==> src/rtl/img_pkg.sv <==
// Shared image-buffer types: coordinate/pixel widths and the Sobel pass FSM states.
package img_pkg;

  localparam int unsigned CoordW = 10;
  localparam int unsigned PixW   = 8;
  localparam int unsigned AccW   = 12;

  typedef logic [CoordW-1:0] coord_t;
  typedef logic [PixW-1:0]   pix_t;

  typedef enum logic [2:0] {
    StIdle,
    StPrime,
    StPwait,
    StColRd,
    StColWait,
    StCalc,
    StWr,
    StDone
  } state_e;

  // Zero-extend a pixel into the signed gradient accumulator width.
  function automatic logic signed [AccW-1:0] widen(pix_t v);
    return $signed({{(AccW-PixW){1'b0}}, v});
  endfunction

endpackage

==> src/rtl/sobel_edge_3x3_if.sv <==
// Source-buffer read port and destination-buffer write port of the Sobel pass.
interface sobel_edge_3x3_if;
  import img_pkg::*;

  logic   imgs_rd_en;
  coord_t imgs_rd_px;
  coord_t imgs_rd_py;
  pix_t   imgs_rd_dt;
  logic   imgs_rd_vl;
  logic   imgd_wr_en;
  coord_t imgd_wr_px;
  coord_t imgd_wr_py;
  pix_t   imgd_wr_dt;

  modport master (
    output imgs_rd_en, imgs_rd_px, imgs_rd_py,
    input  imgs_rd_dt, imgs_rd_vl,
    output imgd_wr_en, imgd_wr_px, imgd_wr_py, imgd_wr_dt
  );

  modport slave (
    input  imgs_rd_en, imgs_rd_px, imgs_rd_py,
    output imgs_rd_dt, imgs_rd_vl,
    input  imgd_wr_en, imgd_wr_px, imgd_wr_py, imgd_wr_dt
  );

endinterface

==> src/rtl/sobel_core.sv <==
// Combinational 3x3 Sobel magnitude: |Gx|+|Gy|, right-shifted by SHIFT, saturated to 8 bits.
module sobel_core
  import img_pkg::*;
#(
  parameter int unsigned SHIFT = 0
) (
  input  pix_t [2:0][2:0] win,
  output pix_t            mag
);

  logic signed [AccW-1:0] gx, gy;
  logic        [AccW-1:0] ax, ay, sum, shifted;

  always_comb begin
    // win[r][c]: r is row (top to bottom), c is column (left to right)
    gx = (widen(win[0][2]) + (widen(win[1][2]) <<< 1) + widen(win[2][2]))
       - (widen(win[0][0]) + (widen(win[1][0]) <<< 1) + widen(win[2][0]));
    gy = (widen(win[2][0]) + (widen(win[2][1]) <<< 1) + widen(win[2][2]))
       - (widen(win[0][0]) + (widen(win[0][1]) <<< 1) + widen(win[0][2]));
    ax      = gx[AccW-1] ? -gx : gx;
    ay      = gy[AccW-1] ? -gy : gy;
    sum     = ax + ay;
    shifted = sum >> SHIFT;
    mag     = (shifted > AccW'(255)) ? 8'hFF : shifted[PixW-1:0];
  end

endmodule

==> src/rtl/sobel_edge_3x3.sv <==
// Raster-scan Sobel pass: reads a 3x3 window per pixel from the source buffer and
// writes the saturated gradient magnitude to the destination buffer.
module sobel_edge_3x3
  import img_pkg::*;
#(
  parameter int unsigned SHIFT = 0,
  parameter int unsigned IMG_W = 256,
  parameter int unsigned IMG_H = 256
) (
  input  logic             clk,
  input  logic             rst,
  input  logic             start,
  output logic             finish,
  sobel_edge_3x3_if.master bus
);

  state_e          state_q, state_d;
  coord_t          x_q, y_q;
  logic [2:0]      iss_q, ret_q, ret_inc;
  pix_t [2:0][2:0] win_q, win_d;
  pix_t            mag_q, core_mag;
  logic            finish_q;
  logic            last_x, last_y, entering, issuing;
  logic [2:0]      prow;

  assign last_x   = (x_q == coord_t'(IMG_W - 1));
  assign last_y   = (y_q == coord_t'(IMG_H - 1));
  assign ret_inc  = ret_q + {2'b00, bus.imgs_rd_vl};
  assign issuing  = (state_q == StPrime) || (state_q == StColRd);
  assign entering = (state_d != state_q) && ((state_d == StPrime) || (state_d == StColRd));
  assign finish   = finish_q;

  sobel_core #(
    .SHIFT(SHIFT)
  ) u_core (
    .win(win_q),
    .mag(core_mag)
  );

  always_ff @(posedge clk) begin
    if (rst) state_q <= StIdle;
    else     state_q <= state_d;
  end

  always_comb begin
    state_d = state_q;
    unique case (state_q)
      StIdle:    if (start) state_d = StPrime;
      StPrime:   if (iss_q == 3'd5) state_d = StPwait;
      StPwait:   if (ret_inc == 3'd6) state_d = StColRd;
      StColRd:   if (iss_q == 3'd2) state_d = StColWait;
      StColWait: if (ret_inc == 3'd3) state_d = StCalc;
      StCalc:    state_d = StWr;
      StWr:      state_d = last_x ? (last_y ? StDone : StPrime) : StColRd;
      StDone:    state_d = StIdle;
      default:   state_d = StIdle;
    endcase
  end

  always_comb begin
    bus.imgs_rd_en = 1'b0;
    bus.imgs_rd_px = '0;
    bus.imgs_rd_py = '0;
    bus.imgd_wr_en = 1'b0;
    bus.imgd_wr_px = '0;
    bus.imgd_wr_py = '0;
    bus.imgd_wr_dt = '0;
    prow           = (iss_q >= 3'd3) ? iss_q - 3'd3 : iss_q;
    case (state_q)
      StPrime: begin
        // Issues 0..2 fetch column x-1, issues 3..5 fetch column x.
        bus.imgs_rd_en = 1'b1;
        bus.imgs_rd_px = (iss_q >= 3'd3) ? x_q : x_q - 10'd1;
        bus.imgs_rd_py = y_q + coord_t'(prow) - 10'd1;
      end
      StColRd: begin
        bus.imgs_rd_en = 1'b1;
        bus.imgs_rd_px = x_q + 10'd1;
        bus.imgs_rd_py = y_q + coord_t'(iss_q) - 10'd1;
      end
      StWr: begin
        bus.imgd_wr_en = 1'b1;
        bus.imgd_wr_px = x_q;
        bus.imgd_wr_py = y_q;
        bus.imgd_wr_dt = mag_q;
      end
      default: ;
    endcase
  end

  always_comb begin
    win_d = win_q;
    if (state_q == StWr && state_d == StColRd) begin
      for (int r = 0; r < 3; r++) begin
        win_d[r][0] = win_q[r][1];
        win_d[r][1] = win_q[r][2];
      end
    end
    // Returns land in slots by arrival order, independent of what is being issued.
    if (bus.imgs_rd_vl) begin
      if ((state_q == StPrime || state_q == StPwait) && ret_q < 3'd6) begin
        if (ret_q < 3'd3) win_d[ret_q[1:0]][0] = bus.imgs_rd_dt;
        else              win_d[prow_of(ret_q)][1] = bus.imgs_rd_dt;
      end else if ((state_q == StColRd || state_q == StColWait) && ret_q < 3'd3) begin
        win_d[ret_q[1:0]][2] = bus.imgs_rd_dt;
      end
    end
  end

  function automatic logic [1:0] prow_of(logic [2:0] idx);
    logic [2:0] t;
    t = idx - 3'd3;
    return t[1:0];
  endfunction

  always_ff @(posedge clk) begin
    if (rst) begin
      x_q      <= '0;
      y_q      <= '0;
      iss_q    <= '0;
      ret_q    <= '0;
      win_q    <= '0;
      mag_q    <= '0;
      finish_q <= 1'b0;
    end else begin
      win_q <= win_d;
      iss_q <= entering ? 3'd0 : (issuing ? iss_q + 3'd1 : iss_q);
      ret_q <= entering ? 3'd0 : ret_inc;
      if (state_q == StCalc) mag_q <= core_mag;
      if (state_q == StIdle && start) begin
        finish_q <= 1'b0;
        x_q      <= '0;
        y_q      <= '0;
      end
      if (state_q == StWr) begin
        if (last_x) begin
          x_q <= '0;
          y_q <= last_y ? '0 : y_q + 10'd1;
          if (last_y) finish_q <= 1'b1;
        end else begin
          x_q <= x_q + 10'd1;
        end
      end
    end
  end

endmodule

==> src/flat_wrapper.sv <==
// flat-port wrapper written by rule: the top's interface ports become plain ports
module sobel_edge_3x3_flat import img_pkg::*;
#(
  parameter int unsigned SHIFT = 0,
  parameter int unsigned IMG_W = 256,
  parameter int unsigned IMG_H = 256
)
  (clk, rst, start, finish, bus_imgs_rd_en, bus_imgs_rd_px, bus_imgs_rd_py, bus_imgs_rd_dt, bus_imgs_rd_vl, bus_imgd_wr_en, bus_imgd_wr_px, bus_imgd_wr_py, bus_imgd_wr_dt);
  sobel_edge_3x3_if bus_i ();
  input  logic clk;
  input  logic rst;
  input  logic start;
  output logic finish;
  output wire logic [$bits(bus_i.imgs_rd_en)-1:0] bus_imgs_rd_en;
  output wire logic [$bits(bus_i.imgs_rd_px)-1:0] bus_imgs_rd_px;
  output wire logic [$bits(bus_i.imgs_rd_py)-1:0] bus_imgs_rd_py;
  input wire logic [$bits(bus_i.imgs_rd_dt)-1:0] bus_imgs_rd_dt;
  input wire logic [$bits(bus_i.imgs_rd_vl)-1:0] bus_imgs_rd_vl;
  output wire logic [$bits(bus_i.imgd_wr_en)-1:0] bus_imgd_wr_en;
  output wire logic [$bits(bus_i.imgd_wr_px)-1:0] bus_imgd_wr_px;
  output wire logic [$bits(bus_i.imgd_wr_py)-1:0] bus_imgd_wr_py;
  output wire logic [$bits(bus_i.imgd_wr_dt)-1:0] bus_imgd_wr_dt;
  assign bus_imgs_rd_en = bus_i.imgs_rd_en;
  assign bus_imgs_rd_px = bus_i.imgs_rd_px;
  assign bus_imgs_rd_py = bus_i.imgs_rd_py;
  assign bus_i.imgs_rd_dt = bus_imgs_rd_dt;
  assign bus_i.imgs_rd_vl = bus_imgs_rd_vl;
  assign bus_imgd_wr_en = bus_i.imgd_wr_en;
  assign bus_imgd_wr_px = bus_i.imgd_wr_px;
  assign bus_imgd_wr_py = bus_i.imgd_wr_py;
  assign bus_imgd_wr_dt = bus_i.imgd_wr_dt;
  sobel_edge_3x3 #(.SHIFT(SHIFT), .IMG_W(IMG_W), .IMG_H(IMG_H)) u_core (.clk(clk), .rst(rst), .start(start), .finish(finish), .bus(bus_i));
endmodule
==> config.mk <==
export PLATFORM = sky130hd
export DESIGN_NAME = sobel_edge_3x3_flat
export DESIGN_NICKNAME = d
export VERILOG_FILES = /design/src/rtl/img_pkg.sv /design/src/rtl/sobel_edge_3x3_if.sv /design/src/rtl/sobel_core.sv /design/src/rtl/sobel_edge_3x3.sv /design/src/flat_wrapper.sv
export SDC_FILE = /design/constraint.sdc
export NUM_CORES = 1
export LEC_CHECK = 0
export BUFFER_PORTS_ARGS = -buffer_cell sky130_fd_sc_hd__buf_2
export CORE_AREA = 3 3 150 152
export CTS_CLUSTER_SIZE = 16
export DETAILED_ROUTE_END_ITERATION = 8
export DIE_AREA = 0 0 153 155
export PLACE_DENSITY = 0.66
export SLEW_MARGIN = 15
export SYNTH_ARGS = -nofsm -noshare
export SYNTH_HDL_FRONTEND = slang
export SYNTH_SLANG_ARGS = --single-unit
==> constraint.sdc <==
create_clock -name clk -period 9.6 [get_ports clk]
set_input_delay 1.92 -clock clk [delete_from_list [all_inputs] [get_ports clk]]
set_output_delay 1.92 -clock clk [all_outputs]
set_load 0.02 [all_outputs]
== Word level (Yosys, flattened, before mapping) ==
Cells that the tools add are included.

* Register bits after elaboration: 110
* Input bits: 12

* Reductions and logical operators: 17
* Add/sub/neg operators: 24
* Multiplexer cells: 47
* Eq/ne operators: 16
* Magnitude comparators: 8

{| class="wikitable"
|+ Operators with widths
! cell !! count
|-
| $bwmux W72 || 3
|-
| $mux W72 || 3
|-
| $demux W24 S2 || 3
|-
| $mux W10 || 10
|-
| $mux W16 || 4
|-
| $mux W64 || 1
|-
| $add A10 B8 Y11 || 4
|-
| $add A8 B9 Y10 || 4
|-
| $pmux W10 S2 || 2
|-
| $sub A10 B1 Y10 const B || 3
|-
| $mux W12 || 2
|-
| $mux W24 || 1
|-
| $mux W3 || 8
|-
| $mux W8 || 3
|-
| $neg A12 Y12 || 2
|-
| $pmux W3 S8 || 1
|-
| $sub A11 B11 Y12 || 2
|-
| $add A10 B1 Y10 const B || 2
|-
| $add A10 B3 Y10 || 2
|-
| $eq A10 B8 Y1 const B || 2
|-
| $eq A3 B3 Y1 const B || 6
|-
| $eq A3 B2 Y1 const B || 5
|-
| $add A12 B12 Y12 || 1
|-
| $gt A12 B8 Y1 const B || 1
|-
| other kinds (18) || 37
|}

== Logic depth before layout (Yosys ltp) ==
* Word-level depth: 11
* Mapped depth: 22

== By module ==
Synthesis repeated with hierarchy kept, for this count alone.

* Cell total of the unflattened synthesis: 1175
* Area total of the unflattened synthesis: 9381.5 um2

{| class="wikitable"
|+ By module, submodules not included
! module !! times used !! cells an instance !! area an instance (um2)
|-
| sobel_edge_3x3 || 1 || 798 || 6169.7
|-
| sobel_core || 1 || 377 || 3211.8
|}

== Least setup slack after synthesis ==
No wires, ideal clock.

* Kind: register to register
* Start point: reg u_core.win_q[22] in the netlist's numbering
* End point: reg u_core.mag_q[0]
* Slack: 4.233 ns
* Stages on the path, launching flop included: 22
* Buffers on the path: 1
* Data arrival time: 5.227 ns
* Clock period less this slack: 5.367 ns
* Path through: dfxtp_1 > inv_1 > fa_1 > inv_1 > fa_1 > fa_1 > inv_1 > ha_1 > buf_6 > and3_2 > a221oi_1 > nor2_1 > a21oi_4 > nor2b_1 > xor2_1 > ha_1 > o21ai_0 > o21bai_1 > a31o_2 > a211o_1 > a21oi_1 > a211oi_1

* Word-level cells in the longest chain between the ends: 8
* Elaborated cells between the ends (all ways): 12

{| class="wikitable"
|+ Ends and longest elaborated chain
! what !! line !! text
|-
| start, declared || sobel_edge_3x3.sv:20 || <nowiki>pix_t [2:0][2:0] win_q, win_d;</nowiki>
|-
| start signal, assigned || sobel_edge_3x3.sv:126 || <nowiki>win_q <= win_d;</nowiki>
|-
| $add A8 B9 Y10 || sobel_core.sv:16 || <nowiki>gx = (widen(win[0][2]) + (widen(win[1][2]) <<< 1) + widen(win[2][2]))</nowiki>
|-
| $add A10 B8 Y11 || sobel_core.sv:16 ||
|-
| $sub A11 B11 Y12 || sobel_core.sv:17 || <nowiki>- (widen(win[0][0]) + (widen(win[1][0]) <<< 1) + widen(win[2][0]));</nowiki>
|-
| $neg A12 Y12 || sobel_core.sv:20 || <nowiki>ax = gx[AccW-1] ? -gx : gx;</nowiki>
|-
| $mux W12 || sobel_core.sv:20 ||
|-
| $add A12 B12 Y12 * || sobel_core.sv:22 || <nowiki>sum = ax + ay;</nowiki>
|-
| $gt A12 B8 Y1 || sobel_core.sv:24 || <nowiki>mag = (shifted > AccW'(255)) ? 8'hFF : shifted[PixW-1:0];</nowiki>
|-
| $mux W8 * || sobel_core.sv:24 ||
|-
| end signal, assigned || sobel_edge_3x3.sv:129 || <nowiki>if (state_q == StCalc) mag_q <= core_mag;</nowiki>
|-
| end, declared || sobel_edge_3x3.sv:21 || <nowiki>pix_t mag_q, core_mag;</nowiki>
|}

Mark *: on every way between the ends. The rest lies on a longest branch, timed or not.
A chain may end at the register's enable or synchronous reset.

== Worst setup path after layout ==
* Start point: reg u_core.win_q[22] in the netlist's numbering
* End point: reg u_core.mag_q[3]

Same word-level chain as after synthesis.

==> results.py <==
metrics = {
    "sta": {
        "max_freq_mhz": 167,
        "maxSlewViolCount": 0,
        "hold_violations": 0,
        "rsz0062_at_grt": "no",
        "max_slew_margin_pct": 42.2,
        "setup_viol": 0,
        "fin_crit_sh_pct": 62.3,
        "worst_pin_slew_ns": 0.865,
        "skew_ns": 0.00821,
        "finalCriticalPeriod_ns": 5.98,
        "finalSetupTns_ns": 0,
    },
    "cells_and_area": {
        "finalNetCount": 1357,
        "drive_above_1_share_pct": 8.55,
        "areaGrowthSynthToFinish_pct": 8.09,
        "num-fill-cells": 2020,
        "antenna_cells": 0,
        "finalNonFillerCells": 1491,
    },
    "outcome": {
        "outcome": "completed",
    },
    "drt": {
        "dr.pass1.iters": 5,
        "drtAntennaViolNets": 0,
        "via_per_inst": 5.60,
        "drt-initial-drc-count": 636,
        "num_vias": 8345,
        "totalWireLength_um": 23400,
        "drcViolationCount": 0,
        "avgRoutedWirePerCell_um": 15.7,
    },
    "worst_setup_path": {
        "crit_path_max_fanout": 9,
        "rrSetupSlack_ns": 3.62,
        "startpoint": "u_core.win_q[22]$_SDFFE_PP0P_",
        "crit_type": "flip-flop to flip-flop",
        "r2r_start": "u_core.win_q[22]$_SDFFE_PP0P_",
        "worstSetupStartpointType": "flip-flop",
        "crit_required_ns": 9.81,
        "arrival_ns": 6.19,
        "cp-end-kind": "flip-flop",
    },
    "power_and_ir_drop": {
        "p_clk_share_pct": 21.4,
        "seqPwrFrac_pct": 24.3,
        "swShare_pct": 41.3,
        "leakagePower_nw": 4.37,
        "intPower_mw": 1.13,
        "pwr_density_cell_mw_per_mm2": 187,
        "ir_drop_v": 0.000197,
        "combPwrFrac_pct": 54.3,
        "p_sw_mw": 0.796,
    },
    "clocking": {
        "cts_resized": 0,
        "cts_setup_buffers": 0,
        "cts-root-buf": "clkbuf_16",
        "cts_tree": "done",
        "numClockSinks": 110,
        "cts_buffer_depth": 2,
        "h-tree-depth": 3,
        "postCtsHoldBufs": 0,
        "insertion_delay_ns": 0.36,
        "path_clk_slew_ns": 0.08,
        "cts_buffers": 9,
    },
    "global_route": {
        "grt_first_pass_wirelength_um": 39600,
        "antenna_found_initial": 0,
        "overflow": 0,
        "grt_max_degree": 57,
        "grt_pass1_vias": 7746,
        "grtUsageTotal_pct": 19.7,
    },
    "logic_synthesis": {
        "ys_ff_latch": 110,
        "netlist-cell-type-count": 73,
        "yosysTopAreaCell": "dfxtp_1",
        "synth.avg_cell_area_um2": 7.94,
        "ys_warn_count": 0,
        "synthCells": 1198,
        "async_flop_share_pct": 0,
        "synth_nets": 1344,
        "synth_common_cells": "nor2_1 (167), nand2_1 (137), inv_1 (132)",
        "synth-edff-count": 0,
        "yosysTopAreaCellShare_pct": 23.2,
        "synth_area_leaders": "dfxtp_1 (23%), fa_1 (14%), ha_1 (9.1%)",
        "synth_flop_cell": "dfxtp_1",
        "yosysMostFrequentCell": "nor2_1",
        "synth_area_mm2": 0.00951,
        "synth-seq-area-share_pct": 23.2,
    },
    "floorplan": {
        "die_h_um": 155,
        "core_area_mm2": 0.0212,
        "initial_utilization_pct": 45.0,
        "rows": 53,
        "die_width_um": 153,
        "dieArea_mm2": 0.0237,
        "ios": 63,
    },
    "placement": {
        "gp_congestion": 0.854,
        "placedCellCount": 1475,
        "hpwl_um": 17600,
        "io_buffers": 62,
    },
    "min_path": {
        "hold_start": "u_core.y_q[9]$_SDFF_PP0_",
        "hold_class": "flip-flop to flip-flop",
    },
    "flow_run": {
        "cap_violations": 0,
    },
}
==> registers in the layout, summed over array words and instances (netlist names) <==
register / cells
u_core.finish: 1
u_core.iss_q: 3
u_core.win_q: 72
u_core.y_q: 10
u_core.state_q: 3
u_core.ret_q: 3
u_core.mag_q: 8
u_core.x_q: 10
==> worst max-delay path: stages, from the launching register on <==
cell and delay, ns:
dfxtp_1 0.41, inv_1 0.08, fa_1 0.50, inv_1 0.06, fa_1 0.51, fa_1 0.54, inv_1 0.04, ha_1 0.42
and3_2 0.24, a221oi_1 0.38, nor2_1 0.20, a21oi_4 0.28, nor2b_1 0.19, xor2_1 0.16, ha_1 0.29, o21ai_0 0.22
o21bai_1 0.12, a31o_2 0.27, a211o_1 0.29, a21oi_1 0.48, a211oi_1 0.15
==> cells in the final DEF, fill, tap and decap left out, types with 18 or more instances in the layout <==
master | Yosys | final
nor3_1 | 18 | 18
o21ai_0 | 35 | 35
nor2_1 | 167 | 166
inv_1 | 132 | 132
and2_1 | 25 | 25
a311oi_1 | 50 | 50
buf_2 | 3 | 61
xnor2_1 | 19 | 19
dfxtp_1 | 110 | 110
a21oi_1 | 69 | 69
a211oi_1 | 21 | 21
fa_1 | 65 | 65
mux2i_1 | 27 | 27
nand2_1 | 137 | 137
ha_1 | 69 | 69
==> path summary, 6_finish.rpt <==
| path | end | depth (start not counted) |
|---|---|---|
| setup / recovery | u_core.mag_q[3]$_SDFFE_PP0P_ | 20 |
| hold / removal | u_core.y_q[9]$_SDFF_PP0_ | 2 |
| setup reg to reg | u_core.mag_q[3]$_SDFFE_PP0P_ | 20 |
| hold reg to reg | u_core.y_q[9]$_SDFF_PP0_ | 2 |
==> power by group through the flow <==
stage	clock, mW	combinational [mW]	sequential [mW]
3_5_place_dp	0	1.04	0.479
3_3_place_gp	0	1.02	0.478
2_1_floorplan	0	0.855	0.476
6_report	0.411	1.05	0.468
5_1_grt	0.438	1.17	0.469
4_1_cts	0.423	1.04	0.468
==> kinds of logic (layout without fill, tap and decap cells) <==
family,count (synthesis),count (layout),synth area share (%)
AND/OR/NAND/NOR,435,435,21.1
multiplexers,28,28,2.96
adder cells (fa/ha/maj),134,134,22.8
buffers and inverters,196,214,7.93
flip-flops,110,110,23.2
XOR/XNOR,33,33,3.04
AO/OA/AOI/OAI,262,262,19.1
==> area by class of cell <==
type	count	area, µm²	share of cell area [%]
inverters	133	499	4.86
repair buffers	65	335	3.26
clock buffers	9	225	2.19
clock inverters	7	101	0.986
flip-flops and latches	110	2200	21.4
well taps	275	344	3.35
multi-input cells	892	6570	63.9
==> through the flow <==
stage          util, %  setup slack, ns  hold WS (ns)  total power, mW  cell area, µm²
2_1_floorplan        -             4.23         0.450             1.33            9510
3_3_place_gp      47.1             3.81         0.459             1.50            9950
3_5_place_dp      47.1             3.64         0.467             1.51            9950
4_1_cts           48.6             3.63         0.477             1.94           10300
5_1_grt           48.6             3.07         0.499             2.08           10300
6_report          48.6             3.62         0.477             1.93           10300
==> routing by layer <==
metal	track usage, %	share of wire (%)	wire length [µm]
met3	2.59	4.0	937
met4	3.78	1.0	235
met5	0	0	0
met2	29.9	44	10200
met1	30.2	51	12000
(Power assumes the default switching activity.)
